File: config.mk
export PLATFORM = sky130hd
export DESIGN_NAME = mem_arbiter
export DESIGN_NICKNAME = d
export VERILOG_FILES = /design/src/rtl/mem_arbiter_pkg.sv /design/src/rtl/mem_arb_req_mux.sv /design/src/rtl/mem_arbiter.sv
export SDC_FILE = /design/constraint.sdc
export NUM_CORES = 1
export LEC_CHECK = 0
export BUFFER_PORTS_ARGS = -buffer_cell sky130_fd_sc_hd__buf_2
export CAP_MARGIN = 20
export CORE_MARGIN = 1
export CORE_UTILIZATION = 46
export CTS_CLUSTER_DIAMETER = 80
export DETAILED_ROUTE_END_ITERATION = 7
export PLACE_DENSITY = 0.9
export SKIP_LAST_GASP = 1
export SLEW_MARGIN = 20
export SYNTH_ARGS = -nofsm -noshare
export SYNTH_HDL_FRONTEND = slang
export SYNTH_SLANG_ARGS = --single-unit
File: constraint.sdc
create_clock -name clk -period 5.1 [get_ports clk]
set_input_delay 0.255 -clock clk [delete_from_list [all_inputs] [get_ports clk]]
set_output_delay 0.255 -clock clk [all_outputs]
set_load 0.03 [all_outputs]
File: src/rtl/mem_arbiter_pkg.sv
// Shared bus widths, FSM state encodings and the memory command bundle for mem_arbiter.
// The MEM_ARB_RR_EN build option is handled in mem_arb_req_mux and mem_arbiter.
package mem_arbiter_pkg;

    localparam int unsigned ADDR_BUS = 32;
    localparam int unsigned DATA_BUS = 32;
    localparam int unsigned SEL_W    = DATA_BUS / 8;

    typedef enum logic [1:0] {
        ARB_IDLE = 2'd0,
        ARB_INST = 2'd1,
        ARB_DATA = 2'd2,
        ARB_RESP = 2'd3
    } arb_state_e;

    typedef enum logic {
        GNT_INST = 1'b0,
        GNT_DATA = 1'b1
    } arb_grant_e;

    typedef struct packed {
        logic                we;
        logic [SEL_W-1:0]    sel;
        logic [ADDR_BUS-1:0] addr;
        logic [DATA_BUS-1:0] wdata;
    } mem_cmd_t;

    // Fetches are always full-word reads.
    function automatic mem_cmd_t inst_cmd(input logic [ADDR_BUS-1:0] addr);
        mem_cmd_t c;
        c.we    = 1'b0;
        c.sel   = '1;
        c.addr  = addr;
        c.wdata = '0;
        return c;
    endfunction

endpackage

File: src/rtl/mem_arb_req_mux.sv
// Picks the winning requester and muxes its command fields onto one bundle.
// MEM_ARB_RR_EN: conflicts go to the port not granted last; otherwise data always wins.
module mem_arb_req_mux
    import mem_arbiter_pkg::*;
(
`ifdef MEM_ARB_RR_EN
    input  arb_grant_e          last_grant_i,
`endif
    input  logic                inst_req_i,
    input  logic [ADDR_BUS-1:0] inst_addr_i,
    input  logic                data_req_i,
    input  logic                data_we_i,
    input  logic [SEL_W-1:0]    data_sel_i,
    input  logic [ADDR_BUS-1:0] data_addr_i,
    input  logic [DATA_BUS-1:0] data_wdata_i,
    output logic                req_any_o,
    output arb_grant_e          winner_o,
    output mem_cmd_t            cmd_o
);

    mem_cmd_t data_cmd;

    always_comb begin
        data_cmd.we    = data_we_i;
        data_cmd.sel   = data_sel_i;
        data_cmd.addr  = data_addr_i;
        data_cmd.wdata = data_wdata_i;
    end

    always_comb begin
        req_any_o = inst_req_i | data_req_i;
        winner_o  = GNT_DATA;
        if (inst_req_i && data_req_i) begin
`ifdef MEM_ARB_RR_EN
            winner_o = (last_grant_i == GNT_DATA) ? GNT_INST : GNT_DATA;
`else
            winner_o = GNT_DATA;
`endif
        end else if (inst_req_i) begin
            winner_o = GNT_INST;
        end
        cmd_o = (winner_o == GNT_DATA) ? data_cmd : inst_cmd(inst_addr_i);
    end

endmodule

File: src/rtl/mem_arbiter.sv
// Shares one memory port between instruction fetch and data access; one grant at a time.
// Build option MEM_ARB_RR_EN selects round-robin conflict resolution (default: data first).
module mem_arbiter
    import mem_arbiter_pkg::*;
(
    input  logic                clk,
    input  logic                rst,
    input  logic                inst_req,
    input  logic [ADDR_BUS-1:0] inst_addr,
    output logic [DATA_BUS-1:0] inst_rdata,
    output logic                inst_done,
    input  logic                data_req,
    input  logic                data_we,
    input  logic [SEL_W-1:0]    data_sel,
    input  logic [ADDR_BUS-1:0] data_addr,
    input  logic [DATA_BUS-1:0] data_wdata,
    output logic [DATA_BUS-1:0] data_rdata,
    output logic                data_done,
    output logic                mem_en,
    output logic                mem_we,
    output logic [SEL_W-1:0]    mem_sel,
    output logic [ADDR_BUS-1:0] mem_addr,
    output logic [DATA_BUS-1:0] mem_wdata,
    input  logic [DATA_BUS-1:0] mem_rdata,
    input  logic                mem_ready,
    output logic                stall
);

    arb_state_e          state_q,      state_d;
    logic                mem_en_q,     mem_en_d;
    mem_cmd_t            cmd_q,        cmd_d;
    logic [DATA_BUS-1:0] inst_rdata_q, inst_rdata_d;
    logic [DATA_BUS-1:0] data_rdata_q, data_rdata_d;
    logic                inst_done_q,  inst_done_d;
    logic                data_done_q,  data_done_d;

    logic                req_any;
    arb_grant_e          winner;
    mem_cmd_t            mux_cmd;

`ifdef MEM_ARB_RR_EN
    arb_grant_e          last_grant_q, last_grant_d;
`endif

    mem_arb_req_mux u_req_mux (
`ifdef MEM_ARB_RR_EN
        .last_grant_i (last_grant_q),
`endif
        .inst_req_i   (inst_req),
        .inst_addr_i  (inst_addr),
        .data_req_i   (data_req),
        .data_we_i    (data_we),
        .data_sel_i   (data_sel),
        .data_addr_i  (data_addr),
        .data_wdata_i (data_wdata),
        .req_any_o    (req_any),
        .winner_o     (winner),
        .cmd_o        (mux_cmd)
    );

    always_comb begin
        state_d      = state_q;
        mem_en_d     = mem_en_q;
        cmd_d        = cmd_q;
        inst_rdata_d = inst_rdata_q;
        data_rdata_d = data_rdata_q;
        inst_done_d  = 1'b0;
        data_done_d  = 1'b0;
`ifdef MEM_ARB_RR_EN
        last_grant_d = last_grant_q;
`endif
        unique case (state_q)
            ARB_IDLE: begin
                if (req_any) begin
                    cmd_d    = mux_cmd;
                    mem_en_d = 1'b1;
                    state_d  = (winner == GNT_DATA) ? ARB_DATA : ARB_INST;
                end
            end
            ARB_INST: begin
                if (mem_ready) begin
                    inst_rdata_d = mem_rdata;
                    mem_en_d     = 1'b0;
                    inst_done_d  = 1'b1;
`ifdef MEM_ARB_RR_EN
                    last_grant_d = GNT_INST;
`endif
                    state_d      = ARB_RESP;
                end
            end
            ARB_DATA: begin
                // Stores leave data_rdata untouched.
                if (mem_ready) begin
                    if (!cmd_q.we) begin
                        data_rdata_d = mem_rdata;
                    end
                    mem_en_d     = 1'b0;
                    data_done_d  = 1'b1;
`ifdef MEM_ARB_RR_EN
                    last_grant_d = GNT_DATA;
`endif
                    state_d      = ARB_RESP;
                end
            end
            ARB_RESP: begin
                state_d = ARB_IDLE;
            end
            default: begin
                state_d = ARB_IDLE;
            end
        endcase
    end

    always_ff @(posedge clk or posedge rst) begin
        if (rst) begin
            state_q      <= ARB_IDLE;
            mem_en_q     <= 1'b0;
            cmd_q        <= '0;
            inst_rdata_q <= '0;
            data_rdata_q <= '0;
            inst_done_q  <= 1'b0;
            data_done_q  <= 1'b0;
`ifdef MEM_ARB_RR_EN
            last_grant_q <= GNT_INST;
`endif
        end else begin
            state_q      <= state_d;
            mem_en_q     <= mem_en_d;
            cmd_q        <= cmd_d;
            inst_rdata_q <= inst_rdata_d;
            data_rdata_q <= data_rdata_d;
            inst_done_q  <= inst_done_d;
            data_done_q  <= data_done_d;
`ifdef MEM_ARB_RR_EN
            last_grant_q <= last_grant_d;
`endif
        end
    end

    assign mem_en     = mem_en_q;
    assign mem_we     = cmd_q.we;
    assign mem_sel    = cmd_q.sel;
    assign mem_addr   = cmd_q.addr;
    assign mem_wdata  = cmd_q.wdata;
    assign inst_rdata = inst_rdata_q;
    assign data_rdata = data_rdata_q;
    assign inst_done  = inst_done_q;
    assign data_done  = data_done_q;
    assign stall      = (inst_req & ~inst_done_q) | (data_req & ~data_done_q);

    done_onehot: assert property (@(posedge clk) disable iff (rst)
        !(inst_done_q && data_done_q));

    en_only_in_access: assert property (@(posedge clk) disable iff (rst)
        mem_en_q |-> (state_q == ARB_INST || state_q == ARB_DATA));

endmodule

==> summary.txt, run 1 <==
Clock Tree Buf Depth: 2
post-route cell area: 0.00766 mm2
DIE HEIGHT: 113 um
IO Port Bufs: 274
critical path startpoint category: flip-flop
total CTS buffers: 17
CP max FO: 55
WL/cell: 16.6 um
Leak: 4.04 nW
CTS Hold Bufs: 1
Sink Count: 138
drt drc: 0
Die W: 113 um
r2r endpoint: mem_en
final setup vio count: 0
GR Overflow Total: 0
max-slew violations: 0
CP endpoint: mem_en
share of cells above drive strength 1: 0.572
CTS tree: done
warnings from Yosys: 0
setup TNS: 0 ps
All-Layer GR Usage: 0.219
Final #Nets: 804
final HPWL from detailed placement: 9.80 mm
post-route worst setup slack: 3230 ps
post-placement cell count: 787
Die Footprint: 0.0127 mm2
clk_skew: 6.20 ps
peak supply drop: 0.000385 V
vias in the first global route: 4410
mean post-synth cell area: 14.6 um2
status: completed
Cell Area, Synth: 0.00565 mm2
Slew @ Worst Pin: 905 ps
Placement Cell Area: 0.00703 mm2
Tmin final: 1870 ps
IO Count: 275
initial antenna violation count: 0
crit path capture type: flip-flop
Tcrit/Tclk final: 0.367
Synth Instances: 388
worst r2r src: state_q[1]
pin count of the biggest net entering global routing: 76
Row Count: 40
RSZ-0062 raised after global routing: no
R2R setup slack: 3230 ps
clk slew on worst S/H paths: 60 ps
Slew headroom: 0.396
#FFs+latches synth: 138
vias: 4238
post-route ant nets: 0
fin cells: 822
Register-to-Register Path Depth: 6
CP Data Required Time: 5380 ps
Clock Latency Late Sink: 400 ps
DRT iter0 DRCs: 196
Root Buffer: clkbuf_16
Critical Path AT: 2150 ps
first-pass GRT wire length: 21.4 mm
pre-CTS worst setup slack: 2760 ps
fillcell total: 888
Final Hold Fails: 0
post_cts resized: 0
effective utilization at floorplan: 0.471
routability cong.: 0.777
Power Density: 754 mW/mm2
Syn Nets: 530
Max-Cap Viols: 0
hold crit path type: input pin to flip-flop
Post-CTS Repair Setup Buffers: 0
post-synthesis cell type count: 29
Antenna diodes: 0
core footprint: 0.0120 mm2
sequential area share after synthesis: 0.611
Avg Vias per Cell: 5.16
router iterations before antenna repair: 4
H-tree depth: 4
worst setup path startpoint: state_q[1]
fmax: 0.535 GHz
Synth-to-Final Area Change: 35.4%
WL final: 13.6 mm
crit path kind: flip-flop to flip-flop
## metal layers
metal  wire length, um  vias up  track usage
met5                 0        -            0
met4               422        0        0.110
met3               820       34       0.0471
met2              6980      200        0.388
met1              5430     2072        0.251
li1                  -     1932            -
## metrics by stage
stage / utilization / hold WS (ps) / power [W]
after CTS: 0.633 / 38.6 / 0.00580
after global placement: 0.585 / 342 / 0.00449
after global routing: 0.638 / 44.7 / 0.00606
final: 0.638 / 62.3 / 0.00577
after floorplan: - / 381 / 0.00383
after detailed placement: 0.585 / 357 / 0.00461
## worst min path at each step
stage	startpoint	slack (ps)	endpoint	cells after the start
floorplan	data_sel[0]	380	mem_sel[0]	1
global placement	rst	340	data_rdata[26]	2
detailed placement	rst	360	data_rdata[20]	2
CTS	data_wdata[13]	40	mem_wdata[13]	2
global route	data_wdata[13]	40	mem_wdata[13]	2
finish	data_wdata[13]	60	mem_wdata[13]	2
## state kept, by name, indices dropped and copies added (netlist names)
| register | cells |
|---|---|
| mem_en | 1 |
| mem_we | 1 |
| data_rdata | 32 |
| data_done | 1 |
| mem_wdata | 32 |
| inst_rdata | 32 |
| mem_addr | 32 |
| mem_sel | 4 |
| state_q | 2 |
| inst_done | 1 |
## critical path, stage by stage, from the launching register on
cell and delay, ps:
dfrtp_1 370, inv_1 90, ha_1 280, o21ai_4 210
buf_4 520, o21ba_2 230, a21oi_1 40
## Yosys cell counts
cell type  instances  area [um2]
o21ai_2            4        35.0
nand2_1           34         128
clkbuf_1           2        7.51
dfrtp_1          138        3450
buf_12             3        60.1
buf_4              6        45.0
mux2_2            35         394
buf_2              8        40.0
nor2b_2            1        8.76
a21oi_1            2        10.0
o21ba_2            1        10.0
nor2_1             1        3.75
nand2b_1           1        6.26
o21ai_1           25         125
o22ai_1            1        6.26
o21ai_4            1        16.3
o22a_1             4        35.0
mux2i_1           34         340
a22o_1            33         289
mux2_4            30         450
nor2b_1            1        6.26
ha_1               4        50.1
o21ai_0            3        15.0
clkbuf_4           1        7.51
buf_6              5        56.3
o21a_1             1        7.51
and2_1             2        12.5
a31oi_2            1        12.5
inv_1              6        22.5
## area by class of cell
class                           instances  area (um2)  area share
Clock inverter                         14         136      0.0178
Clock buffer                           18         429      0.0560
Timing Repair Buffer                  280        1450       0.190
Multi-Input combinational cell        219        1980       0.258
Sequential cell                       138        3450       0.451
Inverter                                6        27.5     0.00359
Tap cell                              147         184      0.0240
## placed cells by master, fill, tap and decap left out, drive strengths merged
master       count
clkinv           2
ha               4
o22ai            1
a21oi            2
mux2            65
nor2             1
and2             2
o21ai           33
buf            279
a31oi            1
nand2           34
clkbuf          18
inv             12
mux2i           34
nor2b            2
clkinvlp         5
dlygate4sd3      1
bufinv           1
o22a             4
nand2b           1
dfrtp          138
o21a             1
a22o            33
o21ba            1
## kinds of logic after synthesis
group           Yosys count  share of synthesized area
simple gates             40                     0.0292
buf+inv                  31                     0.0423
compound gates           76                     0.0994
fa+ha+maj                 4                    0.00885
flops                   138                      0.611
mux                      99                      0.210
## power by group
part / leakage [nW] / internal (W) / total (W) / switching (W)
clock network: 0.262 / 0.000681 / 0.00116 / 0.000481
registers: 1.69 / 0.00162 / 0.00191 / 0.000294
logic: 2.09 / 0.000980 / 0.00270 / 0.00172
total: 4.04 / 0.00328 / 0.00577 / 0.00250
Power figures use the tool's default switching activity.
==> run 2, diff against run 1 <==
- ABC_AREA: not set -> 1
- CORE_UTILIZATION: 46 -> 42
- PLACE_DENSITY: 0.9 -> 0.86
- clock period: 5.1 -> 1.5 ns (I/O delays scaled with it)
==> summary.txt, run 2 <==
RSZ-0062 raised after global routing: yes (was no)
largest family of logic cells by synthesized area: simple AND/OR/NAND/NOR gates (was multiplexers)
critical path startpoint category: flip-flop (unchanged)
fin cells: 1313 (was 822)
router iterations before antenna repair: 5 (was 4)
crit path capture type: flip-flop (unchanged)
Clock Tree Buf Depth: 2 (unchanged)
worst setup path startpoint: state_q[0] (was state_q[1])
final HPWL from detailed placement: 10.9 mm (was 9.80 mm)
total CTS buffers: 17 (unchanged)
WL final: 20.3 mm (was 13.6 mm)
Critical Path Max Stage Delay: 380 ps (was 520 ps)
routability cong.: 0.816 (was 0.777)
Synth Area in Compound Gates: 0.0561 (was 0.0994)
CTS tree: done (unchanged)
register area: 0.00345 mm2 (unchanged)
CP Data Required Time: 1790 ps (was 5380 ps)
pin count of the biggest net entering global routing: 92 (was 76)
top cell type by total area after synthesis: dfrtp_1 (unchanged)
DIE HEIGHT: 120 um (was 113 um)
warnings from Yosys: 0 (unchanged)
post-route ant nets: 0 (unchanged)
initial antenna violation count: 1 (was 0)
worst hold slack: 15.2 ps (was 62.3 ps)
post-synthesis cell type count: 18 (was 29)
Slew @ Worst Pin: 585 ps (was 905 ps)
vias: 6388 (was 4238)
status: completed (unchanged)
Register-to-Register Path Depth: 7 (was 6)
hold crit path type: input pin to flip-flop (unchanged)
Root Buffer: clkbuf_16 (unchanged)
drt drc: 0 (unchanged)
CP bufs+invs: 2 (unchanged)
clk slew on worst S/H paths: 60 ps (about the same)
Leak: 5.49 nW (was 4.04 nW)
commonest non-fill, non-tap cell in the layout: nand2_1 (was buf_2)
mean post-synth cell area: 8.18 um2 (was 14.6 um2)
Cell Area, Synth: 0.00582 mm2 (was 0.00565 mm2)
Synth-to-Final Area Change: 62.7% (was 35.4%)
Final #Nets: 1265 (was 804)
Crit path top cell by count: nand2_1
Slew headroom: 0.610 (was 0.396)
vias in the first global route: 6680 (was 4410)
Post-synth EDFFs: 0 (unchanged)
core footprint: 0.0134 mm2 (was 0.0120 mm2)
H-tree depth: 4 (unchanged)
DRT iter0 DRCs: 447 (was 196)
effective utilization at floorplan: 0.434 (was 0.471)
CP endpoint: data_rdata[8] (was mem_en)
worst r2r src: state_q[0] (was state_q[1])
Tcrit/Tclk final: 0.943 (was 0.367)
Crit path depth: 7 (was 6)
Area contributors post-synth: dfrtp_1, nand2_1, inv_1 (was dfrtp_1, mux2_4, mux2_2)
Multi-input gate area: 0.00182 mm2 (was 0.00198 mm2)
Final Hold Fails: 0 (unchanged)
#FFs+latches synth: 138 (unchanged)
most common cell in the synthesized netlist: nand2_1 (was dfrtp_1)
R2R setup slack: 80 ps (was 3230 ps)
peak supply drop: 0.00157 V (was 0.000385 V)
simple-gate area share of the yosys netlist: 0.243 (was 0.0292)
IO Port Bufs: 274 (unchanged)
prevailing post-synth register cell: dfrtp_1 (unchanged)
CP max FO: 32 (was 55)
share of cells above drive strength 1: 0.294 (was 0.572)
fillcell total: 915 (was 888)
Synth Instances: 711 (was 388)
GR Overflow Total: 0 (unchanged)
Async SR Flop Fraction: 1.00 (unchanged)
first-pass GRT wire length: 31.6 mm (was 21.4 mm)
Clock Latency Late Sink: 410 ps (was 400 ps)
CP max stage cell: dfrtp_1 (was buf_4)
All-Layer GR Usage: 0.285 (was 0.219)
sequential area share after synthesis: 0.594 (was 0.611)
Sink Count: 138 (unchanged)
post-synthesis mux area share: 0 (was 0.210)
Die W: 120 um (was 113 um)
WL/cell: 15.5 um (was 16.6 um)
Cell Chain, Critical Path: inv_2, ha_1, nand2_1, or2_4, clkbuf_16, nand2_1, o21ai_0 (was inv_1, ha_1, o21ai_4, buf_4, o21ba_2, a21oi_1)
max-slew violations: 0 (unchanged)
CP top delay family: simple AND/OR/NAND/NOR gates (was buffers and inverters)
crit path kind: flip-flop to flip-flop (unchanged)
clk_skew: 10.0 ps (was 6.20 ps)
Syn Nets: 853 (was 530)
Die Footprint: 0.0143 mm2 (was 0.0127 mm2)
Post-Synth XOR/XNOR Area: 0 (unchanged)
most frequent cells in the layout: nand2_1, buf_2, dfrtp_1 (was buf_2, dfrtp_1, mux2_2)
IO Count: 275 (unchanged)
Min-Delay Path Depth: 5 (was 2)
Avg Vias per Cell: 4.87 (was 5.16)
Power Density: 2110 mW/mm2 (was 754 mW/mm2)
share of the synthesized area in the top cell type: 0.594 (was 0.611)
Max-Cap Viols: 0 (unchanged)
final setup vio count: 0 (unchanged)
r2r endpoint: data_rdata[8] (was mem_en)
Critical Path AT: 1700 ps (was 2150 ps)
Post-synth top cells: nand2_1, dfrtp_1, inv_1 (was dfrtp_1, mux2_2, mux2i_1, nand2_1, a22o_1)
Tmin final: 1420 ps (was 1870 ps)
Row Count: 42 (was 40)
Synth Area in Adders: 0.00860 (was 0.00885)
post-placement cell count: 1144 (was 787)
fmax: 0.707 GHz (was 0.535 GHz)
run 2: repair_timing:
action / 4_1_cts / 5_1_grt
hold buffers: 133 / 0
cloned: 0 / 2
setup endpoints to repair: 2 / 84
buffers inserted: 0 / 1
endpoints found under the hold margin: 272 / 0
gates resized for setup: 1 / 14
run 2: layout make-up:
type	count	area share
timing repair buffer	426	0.314
clock inverter	9	0.0120
inverter	109	0.0436
multi-input combinational	431	0.192
clock buffer	22	0.0501
antenna	2	0.000529
sequential	138	0.365
tap	176	0.0233
run 2: logic make-up after synthesis:
family,count (synthesis)
buf+inv,142
compound gates,65
simple gates,362
fa+ha+maj,4
flops,138
run 2: power by group:
group	internal (W)	switching, W	total, W
Sequential	0.00543	0.000973	0.00640
Combinational	0.00290	0.00658	0.00948
Clock	0.00258	0.00156	0.00414
run 2: worst min-delay path by stage:
stage	start	endpoint
6_report	data_addr[11]	mem_addr[11]
3_5_place_dp	rst	data_rdata[27]
5_1_grt	data_addr[11]	mem_addr[11]
4_1_cts	data_addr[11]	mem_addr[11]
2_1_floorplan	mem_ready	data_done
3_3_place_gp	rst	data_rdata[18]
run 2: metal layers:
metal  GRT usage  share of wire
met2       0.500           0.51
met1       0.298           0.35
met3      0.0651          0.071
met5           0              0
met4       0.214          0.063
run 2: through the flow:
stage                     power [W]  setup WS [ps]  setup TNS [ps]  utilization  instance area, um2
after global placement       0.0149           79.5               0        0.557                7460
after global routing         0.0211          -18.3           -38.3        0.706                9460
after floorplan              0.0123           -296          -40860            -                5820
final                        0.0200           85.0               0        0.706                9470
after detailed placement     0.0152           9.58               0        0.557                7460
after CTS                    0.0196          -2.69           -2.69        0.700                9380
run 2: worst reg2reg max path, stage by stage, from the launching register on:
cell and delay, ps:
dfrtp_1 380, inv_2 90, ha_1 150, nand2_1 60
or2_4 270, clkbuf_16 210, nand2_1 80, o21ai_0 70
==> run 3, diff against run 2 <==
- BUFFER_PORTS_ARGS: -buffer_cell sky130_fd_sc_hd__buf_2 -> not set
- CORE_AREA: not set -> 2 2 108 110
- CORE_MARGIN: 1 -> not set
- CORE_UTILIZATION: 42 -> not set
- DIE_AREA: not set -> 0 0 110 112
- DONT_BUFFER_PORTS: not set -> 1
- PLACE_DENSITY: 0.86 -> 0.8
==> summary.txt, run 3 (same netlist as run 2, synthesis figures left out) <==
crit path capture type: flip-flop (unchanged)
commonest non-fill, non-tap cell in the layout: nand2_1 (unchanged)
clk_skew: 9.68 ps (was 10.0 ps)
post-route cell area: 0.00813 mm2 (was 0.00947 mm2)
total power: 0.0185 W (was 0.0200 W)
Min-Delay Path Depth: 4 (was 5)
Hold Path Origin: data_req (was data_addr[11])
H-tree depth: 4 (unchanged)
Placement Cell Area: 0.00602 mm2 (was 0.00746 mm2)
Slew headroom: 0.601 (was 0.610)
Register-to-Register Path Depth: 7 (unchanged)
status: completed (unchanged)
final setup vio count: 0 (unchanged)
final HPWL from detailed placement: 9.56 mm (was 10.9 mm)
vias in the first global route: 5456 (was 6680)
routability cong.: 0.869 (was 0.816)
fmax: 0.693 GHz (was 0.707 GHz)
vias: 5404 (was 6388)
Tcrit/Tclk final: 0.962 (was 0.943)
pin count of the biggest net entering global routing: 116 (was 92)
critical path startpoint category: flip-flop (unchanged)
GR Overflow Total: 0 (unchanged)
IO Count: 275 (unchanged)
Row Count: 39 (was 42)
clk slew on worst S/H paths: 70 ps (was 60 ps)
WL/cell: 17.4 um (was 15.5 um)
effective utilization at floorplan: 0.521 (was 0.434)
worst hold slack: 82.9 ps (was 15.2 ps)
peak supply drop: 0.00140 V (was 0.00157 V)
first-pass GRT wire length: 25.9 mm (was 31.6 mm)
worst r2r src: state_q[0] (unchanged)
max-slew violations: 0 (unchanged)
Final Hold Fails: 0 (unchanged)
Slew @ Worst Pin: 599 ps (was 585 ps)
WL final: 17.6 mm (was 20.3 mm)
Die Footprint: 0.0123 mm2 (was 0.0143 mm2)
router iterations before antenna repair: 5 (unchanged)
CP Data Required Time: 1780 ps (was 1790 ps)
Final #Nets: 995 (was 1265)
hold crit path type: input pin to flip-flop (unchanged)
crit path kind: flip-flop to flip-flop (unchanged)
IO Port Bufs: 0 (was 274)
Clock Latency Late Sink: 410 ps (about the same)
Max-Cap Viols: 0 (unchanged)
RSZ-0062 raised after global routing: yes (unchanged)
CP max FO: 32 (unchanged)
share of cells above drive strength 1: 0.0785 (was 0.294)
post-placement cell count: 835 (was 1144)
DIE HEIGHT: 112 um (was 120 um)
All-Layer GR Usage: 0.273 (was 0.285)
Antenna diodes: 0 (was 2)
Power Density: 2280 mW/mm2 (was 2110 mW/mm2)
CTS tree: done (unchanged)
Sink Count: 138 (unchanged)
Clock Tree Buf Depth: 2 (unchanged)
Synth-to-Final Area Change: 39.8% (was 62.7%)
Min-Delay Endpoint: mem_sel[2] (was mem_addr[11])
worst setup path startpoint: state_q[0] (unchanged)
Avg Vias per Cell: 5.36 (was 4.87)
R2R setup slack: 60 ps (was 80 ps)
DRT iter0 DRCs: 560 (was 447)
Tmin final: 1440 ps (was 1420 ps)
total CTS buffers: 17 (unchanged)
final core occ: 0.728 (was 0.706)
Die W: 110 um (was 120 um)
Leak: 4.37 nW (was 5.49 nW)
post-route ant nets: 0 (unchanged)
drt drc: 0 (unchanged)
most frequent cells in the layout: nand2_1, dlygate4sd3_1, dfrtp_1 (was nand2_1, buf_2, dfrtp_1)
fin cells: 1009 (was 1313)
Critical Path AT: 1720 ps (was 1700 ps)
r2r endpoint: data_rdata[12] (was data_rdata[8])
Root Buffer: clkbuf_16 (unchanged)
initial antenna violation count: 0 (was 1)
core footprint: 0.0112 mm2 (was 0.0134 mm2)
[run 3: worst max path at each step]
stage	to	slack (ps)	cells after the start
2_1_floorplan	data_done	-300	1
3_3_place_gp	data_rdata[10]	50	7
3_5_place_dp	data_rdata[14]	-60	7
4_1_cts	data_rdata[10]	20	6
5_1_grt	mem_addr[23]	-20	8
6_report	data_rdata[12]	60	7
[run 3: power by group]
group | switching, W | internal, W | leakage [nW]
combinational | 0.00247 | 0.00174 | 2.36
sequential | 0.00470 | 0.00538 | 1.72
clock | 0.00172 | 0.00252 | 0.295
[run 3: timing repair]
action	in CTS	in global routing
gates resized for setup	2	16
endpoints found under the hold margin	274	0
gates cloned	1	3
hold buffers	137	0
endpoints found under the setup margin	25	93
pin swaps	0	1
buffers inserted	1	0
[run 3: per-stage QoR]
step	setup WS [ps]	TNS (ps)
floorplan	-296	-40860
global placement	51.7	0
detailed placement	-57.2	-389
CTS	21.2	0
global route	-16.7	-33.6
finish	57.1	0
[run 3: layout make-up]
type | instances | area, um2
Sequential cell | 138 | 3460
Fill cell | 712 | 3040
Multi-Input combinational cell | 431 | 1810
Timing Repair Buffer | 156 | 1670
Clock buffer | 17 | 425
Inverter | 109 | 418
Clock inverter | 15 | 180
Tap cell | 143 | 179
[run 3: worst max-delay path, cell delays in order, from the launching register on]
cell     delay [ps]
dfrtp_1         390
inv_2            80
ha_1            140
nand2_1          70
or2_4           270
buf_12          170
nand2_1          80
o21ai_0         110
[run 3: per-layer routing]
layer	global-route usage	wire length, um	part of all wire	vias to the layer above
met5	0	0	0	-
met4	0.187	1040	0.059	0
met3	0.112	1900	0.11	95
met2	0.451	8680	0.49	387
met1	0.277	5960	0.34	2511
li1	-	-	-	2411
